[src/rtl/ctrl_pkg.sv]
// ctrl_pkg: shared state, opcode and datapath select encodings for the multi-cycle RV32I controller.
package ctrl_pkg;

    typedef enum logic [3:0] {
        S_FETCH, S_DECODE, S_MEMADR, S_MEMRD, S_MEMWB, S_MEMWR,
        S_EXEC_R, S_EXEC_I, S_ALUWB, S_BRANCH, S_JAL, S_LUI, S_TRAP
    } state_t;

    typedef enum logic [1:0] {CLS_ADD, CLS_RTYPE, CLS_BRANCH} alu_cls_t;

    localparam logic [6:0] OP_LOAD   = 7'b0000011;
    localparam logic [6:0] OP_STORE  = 7'b0100011;
    localparam logic [6:0] OP_R      = 7'b0110011;
    localparam logic [6:0] OP_I      = 7'b0010011;
    localparam logic [6:0] OP_BRANCH = 7'b1100011;
    localparam logic [6:0] OP_JAL    = 7'b1101111;
    localparam logic [6:0] OP_LUI    = 7'b0110111;

    localparam logic [2:0] F3_BEQ = 3'b000;
    localparam logic [2:0] F3_BNE = 3'b001;

    localparam logic [2:0] ALU_ADD = 3'b000;
    localparam logic [2:0] ALU_SUB = 3'b001;

    localparam logic [1:0] SRCA_PC    = 2'b00;
    localparam logic [1:0] SRCA_OLDPC = 2'b01;
    localparam logic [1:0] SRCA_RS1   = 2'b10;
    localparam logic [1:0] SRCA_ZERO  = 2'b11;

    localparam logic [1:0] SRCB_RS2  = 2'b00;
    localparam logic [1:0] SRCB_IMM  = 2'b01;
    localparam logic [1:0] SRCB_FOUR = 2'b10;

    localparam logic [1:0] RES_ALUOUT  = 2'b00;
    localparam logic [1:0] RES_MEMDATA = 2'b01;
    localparam logic [1:0] RES_SUM     = 2'b10;

    localparam logic [2:0] IMM_I = 3'b000;
    localparam logic [2:0] IMM_S = 3'b001;
    localparam logic [2:0] IMM_B = 3'b010;
    localparam logic [2:0] IMM_J = 3'b011;
    localparam logic [2:0] IMM_U = 3'b100;

endpackage

[src/rtl/alu_decoder.sv]
// alu_decoder: picks the ALU operation from the opcode, funct7[5] and the class of the current state.
module alu_decoder
    import ctrl_pkg::*;
#(
    parameter int OP_W = 7
) (
    input  logic [OP_W-1:0] op,
    input  logic            funct7_5,
    input  alu_cls_t        cls,
    output logic [2:0]      ALUctrl
);

    assign ALUctrl = (cls == CLS_BRANCH || (cls == CLS_RTYPE && op == OP_R && funct7_5)) ? ALU_SUB : ALU_ADD;

endmodule

[src/rtl/multicycle_ctrl.sv]
// multicycle_ctrl: multi-cycle RV32I control FSM driving the shared-ALU datapath.
// ILLEGAL_TRAP_EN: unknown opcodes lock the FSM in TRAP and raise a sticky illegal flag.
module multicycle_ctrl
    import ctrl_pkg::*;
#(
    parameter int OP_W    = 7,
    parameter int STATE_W = 4
) (
    input  logic            clk,
    input  logic            rst,
    input  logic [OP_W-1:0] op,
    input  logic [2:0]      funct3,
    input  logic            funct7_5,
    input  logic            EQ,
    input  logic            mem_ready,
    output logic            MemRead,
    output logic            MemWrite,
    output logic            AdrSrc,
    output logic            IRWrite,
    output logic            PCWrite,
    output logic            RegWrite,
    output logic [1:0]      ResultSrc,
    output logic [1:0]      ALUsrcA,
    output logic [1:0]      ALUsrcB,
    output logic [2:0]      ALUctrl,
    output logic [2:0]      ImmSrc,
    output logic            illegal
);

    generate
        if (STATE_W < $bits(state_t)) begin : g_state_w_chk
            $error("STATE_W too small for state_t");
        end
    endgenerate

    state_t   state_q, state_d;
    alu_cls_t cls;

`ifdef ILLEGAL_TRAP_EN
    localparam state_t S_UNKNOWN = S_TRAP;
    logic illegal_q;
    always_ff @(posedge clk or negedge rst) begin
        if (!rst) illegal_q <= 1'b0;
        else if (state_d == S_TRAP) illegal_q <= 1'b1;
    end
    assign illegal = illegal_q;
`else
    localparam state_t S_UNKNOWN = S_FETCH;
    assign illegal = 1'b0;
`endif

    always_ff @(posedge clk or negedge rst) begin
        if (!rst) state_q <= S_FETCH;
        else state_q <= state_d;
    end

    // Everything is forced low while rst is held, so the reset state's Moore outputs never leak.
    always_comb begin
        state_d   = state_q;
        cls       = CLS_ADD;
        MemRead   = 1'b0;
        MemWrite  = 1'b0;
        AdrSrc    = 1'b0;
        IRWrite   = 1'b0;
        PCWrite   = 1'b0;
        RegWrite  = 1'b0;
        ResultSrc = RES_ALUOUT;
        ALUsrcA   = SRCA_PC;
        ALUsrcB   = SRCB_RS2;
        ImmSrc    = IMM_I;
        if (rst) begin
            case (state_q)
                S_FETCH: begin
                    MemRead   = 1'b1;
                    ALUsrcB   = SRCB_FOUR;
                    ResultSrc = RES_SUM;
                    IRWrite   = mem_ready;
                    PCWrite   = mem_ready;
                    state_d   = mem_ready ? S_DECODE : S_FETCH;
                end
                S_DECODE: begin
                    ALUsrcA = SRCA_OLDPC;
                    ALUsrcB = SRCB_IMM;
                    ImmSrc  = (op == OP_JAL) ? IMM_J : IMM_B;
                    case (op)
                        OP_LOAD, OP_STORE: state_d = S_MEMADR;
                        OP_R:              state_d = S_EXEC_R;
                        OP_I:              state_d = S_EXEC_I;
                        OP_BRANCH:         state_d = S_BRANCH;
                        OP_JAL:            state_d = S_JAL;
                        OP_LUI:            state_d = S_LUI;
                        default:           state_d = S_UNKNOWN;
                    endcase
                end
                S_MEMADR: begin
                    ALUsrcA = SRCA_RS1;
                    ALUsrcB = SRCB_IMM;
                    ImmSrc  = (op == OP_STORE) ? IMM_S : IMM_I;
                    state_d = (op == OP_STORE) ? S_MEMWR : S_MEMRD;
                end
                S_MEMRD: begin
                    MemRead = 1'b1;
                    AdrSrc  = 1'b1;
                    state_d = mem_ready ? S_MEMWB : S_MEMRD;
                end
                S_MEMWB: begin
                    RegWrite  = mem_ready;
                    ResultSrc = RES_MEMDATA;
                    state_d   = S_FETCH;
                end
                S_MEMWR: begin
                    MemWrite = mem_ready;
                    AdrSrc   = 1'b1;
                    state_d  = mem_ready ? S_FETCH : S_MEMWR;
                end
                S_EXEC_R: begin
                    cls     = CLS_RTYPE;
                    ALUsrcA = SRCA_RS1;
                    ALUsrcB = SRCB_RS2;
                    state_d = S_ALUWB;
                end
                S_EXEC_I: begin
                    ALUsrcA = SRCA_RS1;
                    ALUsrcB = SRCB_IMM;
                    state_d = S_ALUWB;
                end
                S_ALUWB: begin
                    RegWrite = 1'b1;
                    state_d  = S_FETCH;
                end
                S_BRANCH: begin
                    cls     = CLS_BRANCH;
                    ALUsrcA = SRCA_RS1;
                    ALUsrcB = SRCB_RS2;
                    PCWrite = (funct3 == F3_BEQ) ? EQ : (funct3 == F3_BNE) ? !EQ : 1'b0;
                    state_d = S_FETCH;
                end
                S_JAL: begin
                    ALUsrcA   = SRCA_OLDPC;
                    ALUsrcB   = SRCB_FOUR;
                    RegWrite  = 1'b1;
                    PCWrite   = 1'b1;
                    ResultSrc = RES_SUM;
                    state_d   = S_FETCH;
                end
                S_LUI: begin
                    ALUsrcA = SRCA_ZERO;
                    ALUsrcB = SRCB_IMM;
                    ImmSrc  = IMM_U;
                    state_d = S_ALUWB;
                end
                default: ;
            endcase
        end
    end

    alu_decoder #(.OP_W(OP_W)) u_alu_decoder (
        .op       (op),
        .funct7_5 (funct7_5),
        .cls      (cls),
        .ALUctrl  (ALUctrl)
    );

endmodule
[config.mk]
export PLATFORM = sky130hd
export DESIGN_NAME = multicycle_ctrl
export DESIGN_NICKNAME = d
export VERILOG_FILES = /design/src/rtl/ctrl_pkg.sv /design/src/rtl/alu_decoder.sv /design/src/rtl/multicycle_ctrl.sv
export SDC_FILE = /design/constraint.sdc
export NUM_CORES = 1
export LEC_CHECK = 0
export ABC_AREA = 1
export BUFFER_PORTS_ARGS = -buffer_cell sky130_fd_sc_hd__buf_2
export CORE_ASPECT_RATIO = 0.75
export CORE_MARGIN = 3
export CORE_UTILIZATION = 36
export CTS_CLUSTER_SIZE = 12
export DETAILED_ROUTE_END_ITERATION = 10
export PLACE_DENSITY = 0.65
export SLEW_MARGIN = 20
export SYNTH_ARGS = -nofsm -noshare
export SYNTH_HDL_FRONTEND = slang
export SYNTH_SLANG_ARGS = --single-unit
export TNS_END_PERCENT = 1
[constraint.sdc]
create_clock -name clk -period 1.73 [get_ports clk]
set_clock_uncertainty 0.15 [all_clocks]
set_input_delay 0.0865 -clock clk [delete_from_list [all_inputs] [get_ports clk]]
set_output_delay 0.0865 -clock clk [all_outputs]
set_load 0.01 [all_outputs]
# [Word level (Yosys, flattened, before mapping)]
# Cells that the tools add are included.
[word_totals] ff_bits=4 latchBits=0 ramBits=0 mem_bits_ro=0 inputBits=15 output_inout_bits=19 elab_cells=73 mem_count=0
[op_classes] n_addsub=0 mul=0 div_mod_pow=0 order_cmp=0 eq_ne=21 shifts=0 mux=33 bitwise=0 n_reduce_logical=18
[op_table] op="4-bit one-hot mux with 7 select lines" n=1
[op_table] op="4-bit one-hot mux with 6 select lines" n=1
[op_table] op="7-bit by 6-bit equality test with 1-bit output (second input constant)" n=3
[op_table] op="4-bit by 3-bit equality test with 1-bit output (second input constant)" n=4
[op_table] op="4-bit equality test (second input constant)" n=4
[op_table] op="1-bit 2-to-1 mux" n=16
[op_table] op="7-bit equality test (second input constant)" n=2
[op_table] op="3-bit 2-to-1 mux" n=4
[op_table] op="2-bit one-hot mux with 2 select lines" n=3
[op_table] op="2-bit OR reduction" n=6
[op_table] op="4-bit OR reduction" n=3
[op_table] op="3-bit one-hot mux with 3 select lines" n=1
[op_table] op="4-bit by 2-bit equality test with 1-bit output (second input constant)" n=2
[op_table] op="2-bit 2-to-1 mux" n=4
[op_table] op="7-bit by 2-bit equality test with 1-bit output (second input constant)" n=1
[op_table] op="7-bit by 5-bit equality test with 1-bit output (second input constant)" n=1
[op_table] op="7-bit nonzero test" n=1
[op_table] op="2-bit one-hot mux with 3 select lines" n=1
[op_table] op="4-bit by 1-bit equality test with 1-bit output (second input constant)" n=1
[op_table] op="4-bit logical NOT" n=1
[op_table] op="3-bit by 1-bit equality test with 1-bit output (second input constant)" n=1
[op_table] op="3-bit logical NOT" n=1
[op_table] op="1-bit one-hot mux with 3 select lines" n=1
[op_table] op="3-bit OR reduction" n=1
[op_table] op="7 further kinds" n=8

# [Logic depth before layout (Yosys ltp)]
# Gate-level depths: netlist of run 1.
[logic_depth] word_depth=8 depth_mapped=9 depth_no_buf=9

# [Cells and area by module]
# A second synthesis of run 1 with hierarchy kept.
[hier_totals] hier_cells=148 area_unflattened_um2=713.2
[by_module_without_submodules] module="multicycle_ctrl" instances=1 cells_each=131 area_per_inst_um2=640.6 seq_area_each_um2=100.1
[by_module_without_submodules] module="alu_decoder" instances=1 cells_each=17 area_per_inst_um2=72.6 seq_area_each_um2=0.0

# [Least setup slack after synthesis of run 1]
# Ideal clock, no wire load.
[synth_path] path_type="register to output" start="reg state_q[2]" end="out ImmSrc[0]" arrival_ns=1.152 t_required_ns=1.493 path_slack_ns=0.341 stages_incl_launch_ff=6 path_buffers=0 path_cell_list="dfrtp_1 nor2_4 inv_2 nor2_2 nand3_1 a21oi_1"
[synth_between] elab_chain_cells=3
[synth_lines] element="start, declared" line="multicycle_ctrl.sv:36" source="state_t state_q, state_d;"
[synth_lines] element="start signal, assigned" line="multicycle_ctrl.sv:54" source="else state_q <= state_d;"
[synth_lines] element="4-bit equality test (tied with other cells)" line="multicycle_ctrl.sv:72" source="case (state_q)"
[synth_lines] element="3-bit one-hot mux with 3 select lines (*)" line="multicycle_ctrl.sv:72"
[synth_lines] element="3-bit 2-to-1 mux (*)" line="multicycle_ctrl.sv:71" source="if (rst) begin"
[synth_lines] element="end, declared" line="multicycle_ctrl.sv:26" source="output logic [2:0] ImmSrc,"
# Every way passes the cells marked *; elsewhere a longest branch is shown, timed or not.

# [Final worst setup path of run 1]
# Ends and elaborated chain as after synthesis.

==> reports/results.ini, run 1 <==
[outcome]
status = finished with violations
violations = negative setup slack

[finish]
fin_nets = 188
final_cell_mix = nand2_1, buf_2, nor2_1, inv_1, nand3_1
top_regs = state_q: 4 flops
fin_util = 0.5810
largest_register = state_q
largest_reg_flops = 4
layout_commonest_cell = nand2_1
drive_above_1_share = 0.3450
diodes = 0
area_growth_pct = 38.42

[power]
p_leak_nw = 0.5599
power_density_mw_per_mm2 = 651.8
peakVddDrop_uv = 482.9
power.total_mw = 0.6141

[placed_design]
place_ws_ps = 166.6
gp_congestion = 0.9245
portBuffers = 30
dp_hpwl_mm = 1.640

[critical_path]
crit_slowest_cell = dfrtp_2
max_stage_delay_ps = 440
end_kind = primary output
worstSetupPathType = reg -> out
worstPathCellList = nor2_4 > inv_2 > nor2_4 > nand3_2 > a21oi_2 > buf_2
crit_top_cell = nor2_4
crit_path_max_fanout = 6
crit_path_start_kind = flop
required_ps = 1490
r2r-start = state_q[2]$_DFFE_PN0P_
crit_buf_inv = 2
startpoint = state_q[2]$_DFFE_PN0P_
crit_family = simple AND/OR/NAND/NOR gates
worstPathArrival_ps = 1520

[clock_network]
cts_buffer_depth = 2
cts_inserted_buffers = 3
clock_latency_ps = 240
clock-sinks = 4
cts_tree = done
path_clk_slew_ps = 40
htreeDepth = 1
root_buffer = clkbuf_4

[timing]
slew_viol_final = 0
period_share = 1.015
setup_violations = 1
min_period_ps = 1756
layout_setup_ws_ps = -26.25
hold_viol = 0
fmax_ghz = 0.5694
rsz0062_at_grt = yes
worst_hold_slack_ps = 113.1

[die]
rows = 12
die_h_um = 43.66
die_x_um = 56.21
initial_core_util = 0.4198
num_io_pins = 34
die_area_mm2 = 0.002454
core_area_mm2 = 0.001622

[logic_synthesis]
yosysWarnings = 0
synth_area_leader_cell = nand2_1
synth_top_area_share = 0.2206
syn_area_um2 = 680.7
yosysUniqueCellTypes = 22
ys_seq_area_frac = 0.1471
synth_area_leaders = nand2_1, dfrtp_1, nor2_1, inv_1, nand3_1
synth_seq_cells = 4
netlist_instances = 134
avgSynthCellArea_um2 = 5.080

[global_routing]
globalRouteOverflowTotal = 0
grt_pass1_vias = 779
track_usage = 0.1621
antenna_found_initial = 0
grt_start_max_net_pins = 13
grt_first_pass_wirelength_mm = 3.215

[run]
maxCapViolations = 0

[worst_hold_path]
min_from = mem_ready
hold_path_class = in -> reg

[drt]
wl_per_cell_um = 11.05
ant_nets = 0
initialDrtViolationCount = 37
vias = 923
vias_per_cell = 4.807
drt-total-wl_mm = 2.122
drc = 0
dr.pass1.iters = 4

==> worst register-to-register path, stage by stage, from the launching register on <==
cell     delay [ps]
dfrtp_2         440
nor2_4          220
inv_2            80
nor2_4          160
nand3_2         100
buf_4           140
nand3_1          80
nand2_1          50
nand2_1          50
==> power breakdown <==
part	switching, mW	internal (mW)
Sequential	0.0336	0.111
Clock	0.0398	0.0777
Combinational	0.219	0.133
Total	0.293	0.321
==> repair_timing <==
action                                 in CTS  in global routing
endpoints found under the hold margin       4                  0
setup endpoints to repair                   3                  8
pin swaps                                   1                  5
hold buffers                                1                  0
setup buffers                               0                  5
resized for setup                           3                 12
==> synthesized netlist by cell type <==
cell / count
nor2_4: 2
nand2_2: 1
o31ai_1: 2
a21oi_1: 9
nand3_1: 10
o21ai_1: 1
dfrtp_1: 4
a31oi_1: 1
a21boi_0: 1
buf_4: 3
o32ai_1: 1
nand4_1: 1
clkbuf_1: 1
conb_1: 1
o21ai_0: 2
nor2_1: 24
nand2_1: 40
nor3_1: 3
nor2_2: 3
nand3b_1: 1
inv_2: 3
inv_1: 20
==> per-stage QoR <==
stage               instances  instance area, µm²  TNS (ps)
detailed placement        183               838.3         0
global route              192               942.2    -285.8
finish                    192               942.2    -26.25
global placement          183               838.3         0
floorplan                 136               688.2         0
CTS                       187               879.6    -8.572
==> path summary, 6_finish.rpt <==
kind                                          endpoint  slack (ps)  cells past startpoint
worst min register to register  state_q[3]$_DFFE_PN0P_         430                      2
worst max-delay path                         ImmSrc[0]         -30                      6
worst min-delay path            state_q[0]$_DFFE_PN0P_         110                      5
worst max register to register  state_q[3]$_DFFE_PN0P_         180                      8
max in group asynchronous       state_q[2]$_DFFE_PN0P_        1080                      2
min in group asynchronous       state_q[0]$_DFFE_PN0P_         160                      2
==> logic make-up after synthesis <==
logic type,synth area share
AOI/OAI and AO/OA,0.1434
buffers and inverters,0.1654
DFF,0.1471
other,0.005509
and+or+nand+nor,0.5386
==> metal layers <==
metal  part of all wire  up-vias  routed length, µm  global-route usage
met5                  0        -                  0                   0
met4             0.0066        0                 14             0.02844
met3              0.085        2                181             0.04167
met2               0.42       36                888              0.2564
met1               0.49      399               1037              0.2257
li1                   -      486                  -                   -
==> area by class of cell <==
class                      instances  area (µm²)
multi-input combinational        105       504.2
tap                               21       26.28
fill                             162       679.4
inverter                          23       86.33
clock buffer                       3       22.52
sequential                         4       105.1
timing repair buffer              36       197.7
Note: power is estimated with default switching activity, not from simulation.
==> inputs of run 2 (changes only) <==
--- a/config.mk
+++ b/config.mk
@@ -5,14 +5,12 @@
 export SDC_FILE = /design/constraint.sdc
 export NUM_CORES = 1
 export LEC_CHECK = 0
-export ABC_AREA = 1
 export BUFFER_PORTS_ARGS = -buffer_cell sky130_fd_sc_hd__buf_2
 export CORE_ASPECT_RATIO = 0.75
 export CORE_MARGIN = 3
 export CORE_UTILIZATION = 36
 export CTS_CLUSTER_SIZE = 12
 export DETAILED_ROUTE_END_ITERATION = 10
-export PLACE_DENSITY = 0.65
 export SLEW_MARGIN = 20
 export SYNTH_ARGS = -nofsm -noshare
 export SYNTH_HDL_FRONTEND = slang
==> run 2 against run 1 <==
  * The run still ends with negative setup slack left
  * Synthesized cell count fell by 19%
  * Worst setup slack got worse by 170 ps
  * Sequential power rose by 17%
  * Via count rose by 2.1%
  * Routed wire length rose by 8.5%
  * Critical path type unchanged
  * Highest routed layer is now met3
==> reports/results.ini, run 2 <==
[outcome]
status = finished with violations  ; unchanged
violations = negative setup slack  ; unchanged

[clock_network]
cts_tree = done  ; unchanged
root_buffer = clkbuf_4  ; unchanged
cts_inserted_buffers = 3  ; unchanged
htreeDepth = 1  ; unchanged
clock_latency_ps = 230  ; was 240 ps
clock-sinks = 4  ; unchanged
cts_buffer_depth = 2  ; unchanged
path_clk_slew_ps = 40  ; about the same

[critical_path]
rrSetupSlack_ps = -70  ; was 180 ps
r2r-start = state_q[3]$_DFFE_PN0P_  ; was state_q[2]$_DFFE_PN0P_
worstSetupPathType = reg -> out  ; unchanged
crit_buf_inv = 1  ; was 2
crit_slowest_cell = or4b_4  ; was dfrtp_2
worstPathArrival_ps = 1690  ; was 1520 ps
worstPathCellList = or4b_4 > nor2_4 > and3_4 > o21a_1 > buf_2  ; was nor2_4 > inv_2 > nor2_4 > nand3_2 > a21oi_2 > buf_2
r2r-end = state_q[3]$_DFFE_PN0P_  ; unchanged
max_stage_delay_ps = 590  ; was 440 ps
crit_family = simple AND/OR/NAND/NOR gates  ; unchanged
endpoint = ImmSrc[0]  ; unchanged
end_kind = primary output  ; unchanged
rr_worst_depth = 4  ; was 8
crit_path_max_fanout = 4  ; was 6
cp.depth = 5  ; was 6
startpoint = state_q[3]$_DFFE_PN0P_  ; was state_q[2]$_DFFE_PN0P_
crit_path_start_kind = flop  ; unchanged
required_ps = 1490  ; about the same

[placed_design]
place_area_um2 = 964.7  ; was 838.3 µm²
gp_congestion = 0.7896  ; was 0.9245
dp_hpwl_mm = 1.673  ; was 1.640 mm
place_ws_ps = -102.9  ; was 166.6 ps
portBuffers = 30  ; unchanged
dp_cells = 164  ; was 183

[finish]
fin_util = 0.5902  ; was 0.5810
area_growth_pct = 46.45  ; was 38.42%
layout_commonest_cell = buf_2  ; was nand2_1
fin_nets = 165  ; was 188
largest_reg_flops = 4  ; unchanged
final_cell_mix = buf_2, buf_4, nor3_1, nand2_1, a21oi_1  ; was nand2_1, buf_2, nor2_1, inv_1, nand3_1
largest_register = state_q  ; unchanged
final_cells = 170  ; was 192
top_regs = state_q: 4 flops  ; unchanged
diodes = 0  ; unchanged
drive_above_1_share = 0.4662  ; was 0.3450
design_area_mm2 = 0.001085  ; was 942.2 µm²

[timing]
worst_hold_slack_ps = 81.40  ; was 113.1 ps
layout_setup_ws_ps = -200.3  ; was -26.25 ps
min_period_ps = 1930  ; was 1756 ps
hold_viol = 0  ; unchanged
setup_violations = 6  ; was 1
fmax_ghz = 0.5181  ; was 0.5694 GHz
slew_viol_final = 0  ; unchanged
rsz0062_at_grt = yes  ; unchanged
period_share = 1.116  ; was 1.015
fin_setup_tns_ps = -556.8  ; was -26.25 ps

[logic_synthesis]
synth_seq_cells = 4  ; unchanged
yosysWarnings = 0  ; unchanged
synth_common_cells = nor2_1, nor3_1, a21oi_1, nand2_1  ; was nand2_1, nor2_1, inv_1, nand3_1, a21oi_1
netlist_instances = 108  ; was 134
synth_top_area_share = 0.1351  ; was 0.2206
ys_seq_area_frac = 0.1351  ; was 0.1471
avgSynthCellArea_um2 = 6.858  ; was 5.080 µm²
syn_area_um2 = 740.7  ; was 680.7 µm²
synth_area_leader_cell = dfrtp_1  ; was nand2_1
synth_edf_count = 0  ; unchanged
async_reset_ff_frac = 1.000  ; unchanged
yosysUniqueCellTypes = 44  ; was 22
synth_area_leaders = dfrtp_1, nor3_1, nand2b_1, a21oi_1, o21ai_0  ; was nand2_1, dfrtp_1, nor2_1, inv_1, nand3_1
synthFlopType = dfrtp_1  ; unchanged

[global_routing]
globalRouteOverflowTotal = 0  ; unchanged
grt_start_max_net_pins = 20  ; was 13
grt_pass1_vias = 814  ; was 779
antenna_found_initial = 0  ; unchanged
track_usage = 0.1779  ; was 0.1621
grt_first_pass_wirelength_mm = 3.670  ; was 3.215 mm

[drt]
drc = 0  ; unchanged
initialDrtViolationCount = 23  ; was 37
ant_nets = 0  ; unchanged
vias = 942  ; was 923
wl_per_cell_um = 13.54  ; was 11.05 µm
vias_per_cell = 5.541  ; was 4.807
drt-total-wl_mm = 2.302  ; was 2.122 mm
dr.pass1.iters = 4  ; unchanged

[die]
rows = 13  ; was 12
die_x_um = 58.38  ; was 56.21 µm
die_h_um = 45.29  ; was 43.66 µm
die_area_mm2 = 0.002644  ; was 0.002454 mm²
num_io_pins = 34  ; unchanged
core_area_mm2 = 0.001838  ; was 0.001622 mm²
initial_core_util = 0.4030  ; was 0.4198

[run]
maxCapViolations = 0  ; unchanged

[power]
power.total_mw = 1.522  ; was 0.6141 mW
power_density_mw_per_mm2 = 1403  ; was 651.8 mW/mm²
peakVddDrop_uv = 1119  ; was 482.9 µV
p_leak_nw = 0.4927  ; was 0.5599 nW

[worst_hold_path]
hold_path_class = in -> async  ; was in -> reg

==> run 2: changes by cell type after synthesis, moves of 4 or more <==
cell,previous run,this run
nand2_1,40,7
inv_1,20,4
nor2_1,24,8
nand3_1,10,3
nand2b_1,0,6
nor3_1,3,8
and3_1,0,4
clkbuf_1,1,5
o21ai_0,2,6
==> run 2: routing by layer <==
metal | track usage | share of wire | wire (µm) | vias to the layer above
li1 | - | - | - | 477
met1 | 0.2487 | 0.45 | 1043 | 432
met2 | 0.2940 | 0.47 | 1079 | 33
met3 | 0.02000 | 0.078 | 180 | 0
met4 | 0.04167 | 0 | 0 | 0
met5 | 0 | 0 | 0 | -
==> run 2: kinds of logic after synthesis <==
kind of cell,synth area share
AND/OR/NAND/NOR,0.4257
AO/OA/AOI/OAI,0.3074
buffers and inverters,0.1030
flip-flops,0.1351
XOR/XNOR,0.02365
other,0.005063
==> run 2: report_power, final <==
part	switching [mW]	leakage [nW]	internal [mW]
logic	0.697	0.431	0.547
clock network	0.0323	0.0138	0.0772
registers	0.0276	0.0483	0.142
total	0.756	0.493	0.766
==> run 2: worst min path at each step <==
stage | from | to
6_report | rst | state_q[2]$_DFFE_PN0P_
5_1_grt | rst | state_q[1]$_DFFE_PN0P_
4_1_cts | rst | state_q[2]$_DFFE_PN0P_
3_5_place_dp | rst | state_q[2]$_DFFE_PN0P_
3_3_place_gp | rst | state_q[2]$_DFFE_PN0P_
2_1_floorplan | rst | state_q[0]$_DFFE_PN0P_
==> run 2: final cells by class <==
type                    count  area, µm²
flip-flops and latches      4      100.1
well taps                  22      27.53
inverters                   4      15.01
clock buffers               3      22.52
fillers                   163      753.2
multi-input cells          91      640.6
repair buffers             46      279.0
==> run 2: timing repair <==
action | in CTS | in global routing
gates resized for setup | 10 | 10
setup endpoints to repair | 11 | 16
pin swaps | 5 | 0
hold buffers | 1 | 0
buffers inserted | 2 | 0
hold endpoints to repair | 4 | 0
